===== src/rtl/display_pkg.sv =====
// Shared types and widths for the display read port.
package display_pkg;

  typedef enum logic {
    IDLE = 1'b0,
    REQ  = 1'b1
  } drp_state_t;

  localparam int PIXEL_W         = 24;
  localparam int WORD_W          = 32;
  localparam int BEAT_W          = 128;
  localparam int LINE_BEATS      = 2;
  localparam int LINE_ADDR_W     = 26;
  localparam int PIXELS_PER_BEAT = BEAT_W / WORD_W;
  localparam int RD_W            = PIXELS_PER_BEAT * PIXEL_W;

endpackage


===== src/rtl/drp_pixel_pack.sv =====
// Combinational repack of one 128-bit beat (four 0,r,g,b words) into four
// 24-bit pixels. Build option: DRP_BYTESWAP_EN swaps r and b for BGR frame
// buffers. The top byte of each word is padding and is dropped.
module drp_pixel_pack
  import display_pkg::*;
(
  input  logic [BEAT_W-1:0] beat_data,
  output logic [RD_W-1:0]   pixels
);

  logic unused_pad_bits;

  // Slice each word into its pixel lane.
  always_comb begin
    pixels          = '0;
    unused_pad_bits = 1'b0;
    for (int i = 0; i < PIXELS_PER_BEAT; i++) begin
`ifdef DRP_BYTESWAP_EN
      pixels[i*PIXEL_W +: PIXEL_W] = {beat_data[i*WORD_W      +: 8],
                                      beat_data[i*WORD_W + 8  +: 8],
                                      beat_data[i*WORD_W + 16 +: 8]};
`else
      pixels[i*PIXEL_W +: PIXEL_W] = beat_data[i*WORD_W +: PIXEL_W];
`endif
      unused_pad_bits = unused_pad_bits ^ (^beat_data[i*WORD_W + PIXEL_W +: 8]);
    end
  end

endmodule


===== src/rtl/display_read_port.sv =====
// Back-door read port between the display controller and memMux.
// Accepts line requests, issues them to memMux with a bounded number of reads
// outstanding, and turns each returned beat into four pixels on RD/RDready.
// Build option: DRP_BYTESWAP_EN (handled inside drp_pixel_pack).
module display_read_port
  import display_pkg::*;
#(
  parameter int MAX_OUT = 8
) (
  input  logic                   clock,
  input  logic                   resetB,
  input  logic                   dispReq,
  input  logic [LINE_ADDR_W-1:0] dispAddr,
  output logic                   dispAck,
  output logic [RD_W-1:0]        RD,
  output logic                   RDready,
  output logic                   memReq,
  output logic [LINE_ADDR_W-1:0] memAddr,
  input  logic                   memGrant,
  input  logic [BEAT_W-1:0]      memRdData,
  input  logic                   memRdValid,
  output logic                   busy,
  output logic                   orphan
);

  localparam int CNT_W = $clog2(MAX_OUT + 1);
  localparam logic [CNT_W-1:0] MAX_OUT_C = CNT_W'(MAX_OUT);

  drp_state_t             state_q, state_d;
  logic [LINE_ADDR_W-1:0] mem_addr_q, mem_addr_d;
  logic [CNT_W-1:0]       out_cnt_q, out_cnt_d;
  logic                   beat_q, beat_d;
  logic [RD_W-1:0]        rd_q, rd_d;
  logic                   rd_ready_q, rd_ready_d;
  logic                   orphan_q, orphan_d;

  logic [RD_W-1:0] packed_pixels;
  logic            disp_ack;
  logic            have_out;
  logic            beat_in;
  logic            grant_take;
  logic            line_done;

  drp_pixel_pack u_pack (
    .beat_data (memRdData),
    .pixels    (packed_pixels)
  );

  // Credit check is combinational so the requester can step its address next cycle;
  // gating with resetB keeps the ack quiet while the block is held in reset.
  assign disp_ack   = (state_q == IDLE) && dispReq && (out_cnt_q < MAX_OUT_C) && resetB;
  assign have_out   = (out_cnt_q != '0);
  assign beat_in    = memRdValid && have_out;
  assign grant_take = (state_q == REQ) && memGrant;
  assign line_done  = beat_in && beat_q;

  // Next-state for request FSM, credit counter, beat tracking and data capture.
  always_comb begin
    state_d    = state_q;
    mem_addr_d = mem_addr_q;
    out_cnt_d  = out_cnt_q;
    beat_d     = beat_q;
    rd_d       = rd_q;
    rd_ready_d = 1'b0;
    orphan_d   = orphan_q;

    case (state_q)
      IDLE: begin
        if (disp_ack) begin
          state_d    = REQ;
          mem_addr_d = dispAddr;
        end
      end
      REQ: begin
        if (memGrant) state_d = IDLE;
      end
      default: state_d = IDLE;
    endcase

    if (beat_in) begin
      beat_d     = ~beat_q;
      rd_d       = packed_pixels;
      rd_ready_d = 1'b1;
    end

    // Data with nothing outstanding is dropped and flagged until reset.
    if (memRdValid && !have_out) orphan_d = 1'b1;

    // A grant and a line completion in the same cycle cancel out.
    case ({grant_take, line_done})
      2'b10:   out_cnt_d = out_cnt_q + CNT_W'(1);
      2'b01:   out_cnt_d = out_cnt_q - CNT_W'(1);
      default: out_cnt_d = out_cnt_q;
    endcase
  end

  // State and output registers.
  always_ff @(posedge clock or negedge resetB) begin
    if (!resetB) begin
      state_q    <= IDLE;
      mem_addr_q <= '0;
      out_cnt_q  <= '0;
      beat_q     <= 1'b0;
      rd_q       <= '0;
      rd_ready_q <= 1'b0;
      orphan_q   <= 1'b0;
    end else begin
      state_q    <= state_d;
      mem_addr_q <= mem_addr_d;
      out_cnt_q  <= out_cnt_d;
      beat_q     <= beat_d;
      rd_q       <= rd_d;
      rd_ready_q <= rd_ready_d;
      orphan_q   <= orphan_d;
    end
  end

  assign dispAck = disp_ack;
  assign memReq  = (state_q == REQ);
  assign memAddr = mem_addr_q;
  assign RD      = rd_q;
  assign RDready = rd_ready_q;
  assign busy    = (state_q == REQ) || have_out;
  assign orphan  = orphan_q;

endmodule


===== config.mk =====
export PLATFORM = sky130hd
export DESIGN_NAME = display_read_port
export DESIGN_NICKNAME = d
export VERILOG_FILES = /design/src/rtl/display_pkg.sv /design/src/rtl/drp_pixel_pack.sv /design/src/rtl/display_read_port.sv
export SDC_FILE = /design/constraint.sdc
export NUM_CORES = 1
export LEC_CHECK = 0
export CAP_MARGIN = 20
export CORE_MARGIN = 3
export CORE_UTILIZATION = 35
export CTS_CLUSTER_DIAMETER = 50
export DETAILED_ROUTE_END_ITERATION = 8
export PLACE_DENSITY_LB_ADDON = 0.15
export SLEW_MARGIN = 20
export SYNTH_ARGS = -nofsm -noshare
export SYNTH_HDL_FRONTEND = slang
export SYNTH_SLANG_ARGS = --single-unit

===== constraint.sdc =====
create_clock -name clock -period 2.38 [get_ports clock]
set_clock_uncertainty 0.15 [all_clocks]
set_input_delay 0.476 -clock clock [delete_from_list [all_inputs] [get_ports clock]]
set_output_delay 0.476 -clock clock [all_outputs]
set_load 0.01 [all_outputs]

==> impl_metrics.ini, run 1 <==
[global_routing]
grt_start_max_net_pins = 131
globalRouteTotalUtil_pct = 18.5
antenna_found_initial = 0
grt_overflow_total = 0
grt_pass1_wl_um = 23000
first_global_vias = 4405

[finish]
n_antenna_cell = 0
area_delta_synth_final_pct = 66.9
multi_input_area_sq_um = 1650
sequential_cell_area_sq_um = 3250
layout-drive-gt1-share_pct = 9.11
fin_nets = 919
layoutNonFillerInstCount = 948
final.fill_count = 1138

[placement]
gp_routability_congestion = 0.827
place.detailed.instances = 918
numPortBuffers = 253
place.detailed.hpwl_um = 10200

[floorplanning]
dieArea_sq_um = 15800
die_width_um = 126
core_region_area_sq_um = 13900
num_io_pins = 286
initial_utilization_pct = 36.0
die_height_um = 126
placement_rows = 43

[detailed_routing]
met2_length_um = 6780
routed_wirelength_um = 14300
route.antenna.remaining_nets = 0
drt-pass1-iter-count = 4
vias = 4282
post_drt_wl_per_cell_um = 15.1
drt_iter0_drc = 177
wl_met3_um = 1610
post_route_met1_wirelength_um = 5660
post_detailed_route_via_to_cell_ratio = 4.52
route.detailed.drc = 0
top_signal_layer_used = met4

[yosys]
synthFlopType = sky130_fd_sc_hd__dfrtp_1
share_of_the_synthesized_area_in_the_top_cell_type_pct = 64.9
synth_seq_area_share_pct = 64.9
synth.lib_cells_used.distinct = 24
syn-mean-instance-area_sq_um = 10.1
postSynth.asyncResetShare_pct = 100
synth.area.top_cells = sky130_fd_sc_hd__dfrtp_1, sky130_fd_sc_hd__nand2_1, sky130_fd_sc_hd__mux2_2
synth_enable_flop_cells = 0
synth.top_cells.by_count = sky130_fd_sc_hd__nand2_1, sky130_fd_sc_hd__dfrtp_1, sky130_fd_sc_hd__mux2_2
dominant_cell_type_by_area_after_synthesis = sky130_fd_sc_hd__dfrtp_1
synthCells = 497
synth.net_count = 659
synth_register_bits = 130
yosysWarnings = 0
synth_most_common_cell = sky130_fd_sc_hd__nand2_1
synthesis.area_sq_um = 5010

[pwr]
p_leak_nw = 3.96
max-vdd-ir-drop_mv = 0.680
pwr_density_cell_nw_per_um2 = 1100

[worst_setup_path]
crit_path_end_kind = output port
worstPathRequired_ps = 1750
path_cells = nor4_4 -> buf_4 -> nand2b_1 -> dlygate4sd2_1
arrival_ps = 1650
timing.setup.critical_path_class = reg2out
path_delay_family = buffers and inverters
crit_buf_inv = 2
timing.critical_path.slowest_cell_delay_ps = 420
critical_path.max_fanout = 2
setup.worst_path.start_class = flop
critical_path.slowest_cell = sky130_fd_sc_hd__dfrtp_1

[cts]
tritoncts_clock_tree = built
worst_setup_hold_path_clk_slew_ps = 50
hold_buffers = 0
cts_setup_buffers = 0
max-clock-path-buffers = 2
cts.root.buffer_cell = sky130_fd_sc_hd__clkbuf_16
cts_sink_count = 130
clock_latency_at_the_later_pin_of_the_worst_skew_pair_ps = 400
cts_htree_levels = 4
tritoncts.num_buffers = 17

[timing]
post-route-min-period_ps = 2280
totalNegativeSetupSlack_ps = 0
rsz0062_at_grt = no
finalSetupViolations = 0
hold_slack_ps = 56.1
timing.slew.headroom_pct = 53.7
fmax_mhz = 439
timing.final.max_slew_violations = 0
max_slew.worst_pin.slew_ps = 695
final_hold_viol_count = 0
min_period_over_period_pct = 95.7

[flow_run]
cap_viol_max_count = 0

[hold_path]
hold_path_class = in2async

[outcome]
status = completed
kinds of logic (layout without fill, tap and decap cells):
kind of cell               Yosys count  in the layout  share of synthesized area (%)
buffers and inverters               26            297                           3.22
adders and majority gates            3              3                          0.749
muxes                               28             28                           6.26
and+or+nand+nor                    299            299                           23.1
DFF                                130            130                           64.9
xor gates and xnor gates             6              6                           1.05
AOI/OAI and AO/OA                    5              5                          0.749
area by class of cell:
type / instances / area share [%]
Clock buffer: 25 / 6.04
Clock inverter: 5 / 0.897
Inverter: 3 / 0.135
Multi-Input combinational cell: 341 / 19.7
Sequential cell: 130 / 38.9
Tap cell: 180 / 2.69
Timing Repair Buffer: 264 / 31.6
stage by stage:
step                utilization [%]  setup WS [ps]  area, sq um  total power [W]
floorplan                         -           16.6         5050          0.00471
global placement               55.8          -33.0         7770          0.00660
detailed placement             55.8          -99.5         7770          0.00670
CTS                            60.0           59.3         8360          0.00931
global route                   60.0           6.50         8370          0.00975
finish                         60.0            102         8370          0.00918
where the power goes:
part / internal, W / switching (W)
Clock: 0.00166 / 0.000875
Sequential: 0.00293 / 0.000423
Combinational: 0.00188 / 0.00141
Total: 0.00648 / 0.00271
final timing paths:
kind / from / to / slack (ps) / depth (start not counted)
max in group asynchronous: resetB / memAddr[9]$_DFFE_PN0P_ / 1510 / 2
min in group clock: orphan$_DFFE_PN0P_ / orphan$_DFFE_PN0P_ / 300 / 1
worst min-delay path: resetB / RD[41]$_DFFE_PN0N_ / 60 / 2
worst max-delay path: out_cnt_q[3]$_DFFE_PN0P_ / busy / 100 / 4
worst max register to register: out_cnt_q[3]$_DFFE_PN0P_ / out_cnt_q[2]$_DFFE_PN0P_ / 160 / 10
worst min register to register: orphan$_DFFE_PN0P_ / orphan$_DFFE_PN0P_ / 300 / 1
flip-flops by register name, summed over array words and instances, names as in the netlist:
register,flops
beat_q,1
orphan,1
memAddr,26
out_cnt_q,4
RD,96
memReq,1
RDready,1
what timing repair did:
item / in CTS / in global routing
resized for setup: 3 / 2
pin swaps: 0 / 0
endpoints found under the hold margin: 0 / 0
setup endpoints to repair: 1 / 1
placed cells by master (no fill, tap or decap), types with 2 or more instances in the layout:
cell                              count
sky130_fd_sc_hd__clkinv_2             3
sky130_fd_sc_hd__bufinv_16            2
sky130_fd_sc_hd__xnor2_1              2
sky130_fd_sc_hd__nand2_1            290
sky130_fd_sc_hd__a21o_1               2
sky130_fd_sc_hd__dlygate4sd2_1        2
sky130_fd_sc_hd__buf_4                9
sky130_fd_sc_hd__clkbuf_8             5
sky130_fd_sc_hd__mux2_1               6
sky130_fd_sc_hd__clkbuf_16           17
sky130_fd_sc_hd__inv_1                2
sky130_fd_sc_hd__clkbuf_1             3
sky130_fd_sc_hd__dfrtp_1            129
sky130_fd_sc_hd__clkdlybuf4s50_1    250
sky130_fd_sc_hd__buf_12               3
sky130_fd_sc_hd__mux2_2              21
sky130_fd_sc_hd__xor2_1               4
layer usage:
layer	vias to the layer above	track usage, %
met4	0	6.57
met1	2023	22.4
met2	188	29.6
met5	-	0
met3	18	8.23
li1	2053	-
(Power assumes the default switching activity.)
==> run 2, diff against run 1 <==
TNS_END_PERCENT = 50   (was not set)
==> results of run 2 <==
Same layout as run 1: the final DEF is identical, and so are final timing and power.
==> run 3, diff against run 2 <==
CORE_UTILIZATION = 37   (was 35)
SYNTH_HIERARCHICAL = 1   (was not set)
==> run 3 against run 2 <==
Effect of this change:
- the run now ends with negative setup slack left
- first-iteration DRC count decreased by 35%
- highest routed layer unchanged
- maximum frequency decreased by 4.3%
- total power increased by 4.9%
- register-to-register slack got worse by 160 ps
- final cell count decreased by 15%
- worst setup slack got worse by 100 ps
- sequential power about the same
- synthesized cell count decreased by 20%
- cell area increased by 2.9%
- largest cell class unchanged
==> impl_metrics.ini, run 3 <==
[finish]
layoutNonFillerInstCount = 802
postLayoutCoreUtil_pct = 56.2
layout-drive-gt1-share_pct = 31.8
n_antenna_cell = 0
area_delta_synth_final_pct = 47.9
largest_register_ffs = 96
commonest_cells_after_routing_fill_and_taps_aside = sky130_fd_sc_hd__clkdlybuf4s50_1, sky130_fd_sc_hd__dfrtp_1, sky130_fd_sc_hd__mux2_2, sky130_fd_sc_hd__mux2_4, sky130_fd_sc_hd__clkbuf_16
design_area_sq_um = 8610
fin_nets = 740
most_frequent_standard_cell_in_the_layout_excluding_fill_and_tap_cells = sky130_fd_sc_hd__clkdlybuf4s50_1

[floorplanning]
dieArea_sq_um = 17300
die_height_um = 131
die_width_um = 131
placement_rows = 45
initial_utilization_pct = 38.0
core_region_area_sq_um = 15300
num_io_pins = 286

[timing]
final_hold_viol_count = 0
min_period_over_period_pct = 100
rsz0062_at_grt = yes
finalSetupViolations = 1
timing.slew.headroom_pct = 53.8
fmax_mhz = 420
timing.final.ws_setup_ps = -0.225
timing.final.max_slew_violations = 0
max_slew.worst_pin.slew_ps = 692
post-route-min-period_ps = 2380

[yosys]
synthFlopType = sky130_fd_sc_hd__dfrtp_1
synth_register_bits = 130
synth_enable_flop_cells = 0
synth.net_count = 559
synth_most_common_cell = sky130_fd_sc_hd__dfrtp_1
synthesis.area_sq_um = 5820
dominant_cell_type_by_area_after_synthesis = sky130_fd_sc_hd__dfrtp_1
postSynth.asyncResetShare_pct = 100
synth.top_cells.by_count = sky130_fd_sc_hd__dfrtp_1, sky130_fd_sc_hd__buf_4, sky130_fd_sc_hd__mux2_2
yosysWarnings = 6
synth.area.top_cells = sky130_fd_sc_hd__dfrtp_1, sky130_fd_sc_hd__mux2_2, sky130_fd_sc_hd__buf_4
syn-mean-instance-area_sq_um = 14.7
synth.lib_cells_used.distinct = 29
share_of_the_synthesized_area_in_the_top_cell_type_pct = 55.9
synth_seq_area_share_pct = 55.9
synthCells = 397

[cts]
max-clock-path-buffers = 2
cts.root.buffer_cell = sky130_fd_sc_hd__clkbuf_16
cts_htree_levels = 4
worst_setup_hold_path_clk_slew_ps = 60
hold_buffers = 0
clock_latency_at_the_later_pin_of_the_worst_skew_pair_ps = 410
cts_sink_count = 130
tritoncts_clock_tree = built
tritoncts.num_buffers = 17

[global_routing]
first_global_vias = 3860
antenna_found_initial = 0
grt_pass1_wl_um = 21400
globalRouteTotalUtil_pct = 15.7
grt_overflow_total = 0
grt_start_max_net_pins = 131

[worst_setup_path]
critical_path.max_fanout = 3
worstPathRequired_ps = 2560
critical_path.slowest_cell = sky130_fd_sc_hd__dfrtp_1
crit_buf_inv = 2
timing.setup.critical_path_class = reg2reg
timing.critical_path.slowest_cell_delay_ps = 410
crit_path_end_kind = flop
path_cells = nor4_4 -> buf_4 -> nand2b_4 -> nor2_4 -> ha_4 -> buf_6 -> xor2_2 -> ha_2 -> a21oi_2 -> mux2i_1 -> xnor2_1
path_delay_family = simple AND/OR/NAND/NOR gates
arrival_ps = 2560
setup.worst_path.start_class = flop

[detailed_routing]
route.antenna.remaining_nets = 0
post_detailed_route_via_to_cell_ratio = 4.38
routed_wirelength_um = 13300
drt-pass1-iter-count = 4
post_drt_wl_per_cell_um = 16.6
route.detailed.drc = 0
drt_iter0_drc = 115
vias = 3509

[placement]
place.detailed.hpwl_um = 9470
post_dp_cell_area_sq_um = 7960
place_ws_ps = -215
numPortBuffers = 253
place.detailed.instances = 767
gp_routability_congestion = 0.727

[hold_path]
hold_path_class = in2async

[pwr]
pwr_density_cell_nw_per_um2 = 1120
power_frac_clock_pct = 26.2
power.sequential.fraction_pct = 34.9
p_switching_w = 0.00272
p_leak_nw = 3.60
max-vdd-ir-drop_mv = 0.733
switching_portion_of_total_power_pct = 28.3
p_total_w = 0.00964
internal_power_w = 0.00692
combinationalPowerShare_pct = 38.9

[outcome]
violations_in_the_final_reports = negative setup slack
status = complete, but fails checks

[flow_run]
cap_viol_max_count = 0
run 3: final cells by class:
class | instances | area [sq um]
Tap cell | 211 | 264
Clock buffer | 19 | 443
Fill cell | 1276 | 6710
Inverter | 5 | 18.8
Multi-Input combinational cell | 152 | 1770
Sequential cell | 130 | 3250
Clock inverter | 13 | 136
Timing Repair Buffer | 272 | 2730
run 3: layer usage:
metal / vias up / track usage (%) / wire (um)
met5: - / 0 / 0
met3: 12 / 6.47 / 1080
met2: 142 / 27.1 / 6970
li1: 1617 / - / -
met4: 0 / 5.02 / 165
met1: 1738 / 17.6 / 5080
run 3: kinds of logic (layout without fill, tap and decap cells):
logic type               Yosys count  count (layout)  synth area share, %
buffers and inverters            115             309                 15.1
adder cells (fa/ha/maj)            3               3                0.645
AO/OA/AOI/OAI                      8               8                 1.05
AND/OR/NAND/NOR                   13              13                 1.57
multiplexers                     124             124                 25.1
XOR/XNOR                           4               4                0.602
flip-flops                       130             130                 55.9
run 3: what timing repair did:
action,in CTS,in global routing
cloned,0,1
gates resized for setup,8,4
buffers inserted,1,1
endpoints found under the setup margin,2,92
pin swaps,3,5
run 3: worst register-to-register path, stage by stage, from the launching register on:
cell                       delay (ps)
sky130_fd_sc_hd__dfrtp_1          410
sky130_fd_sc_hd__nor4_4           360
sky130_fd_sc_hd__buf_4            160
sky130_fd_sc_hd__nand2b_4         120
sky130_fd_sc_hd__nor2_4            40
sky130_fd_sc_hd__ha_4             150
sky130_fd_sc_hd__buf_6            120
sky130_fd_sc_hd__xor2_2           140
sky130_fd_sc_hd__ha_2             180
sky130_fd_sc_hd__a21oi_2          120
sky130_fd_sc_hd__mux2i_1          230
sky130_fd_sc_hd__xnor2_1          130
run 3: per-stage QoR:
stage          hold WS [ps]  setup TNS, ps
4_1_cts                70.9          -34.0
6_report               13.8         -0.225
2_1_floorplan          30.4           -290
3_5_place_dp            312           -501
3_3_place_gp            292           -240
5_1_grt                87.2           -225
run 3: worst paths after layout:
path,slack [ps],to,cells after the start,startpoint
max,-0.2,out_cnt_q[2]$_DFFE_PN0P_,11,out_cnt_q[3]$_DFFE_PN0P_
min,10,RD[94]$_DFFE_PN0N_,2,resetB
max reg2reg,-0.2,out_cnt_q[2]$_DFFE_PN0P_,11,out_cnt_q[3]$_DFFE_PN0P_
min reg2reg,320,orphan$_DFFE_PN0P_,1,orphan$_DFFE_PN0P_
max in group asynchronous,1550,RD[90]$_DFFE_PN0N_,2,resetB
min in group clock,320,orphan$_DFFE_PN0P_,1,orphan$_DFFE_PN0P_
run 3: power by group through the flow:
stage,Clock [W],Combinational (W),Sequential [W]
finish,0.00252,0.00375,0.00337
global placement,0,0.00365,0.00335
detailed placement,0,0.00372,0.00339
CTS,0.00260,0.00375,0.00338
floorplan,0,0.00139,0.00374
global route,0.00270,0.00399,0.00348
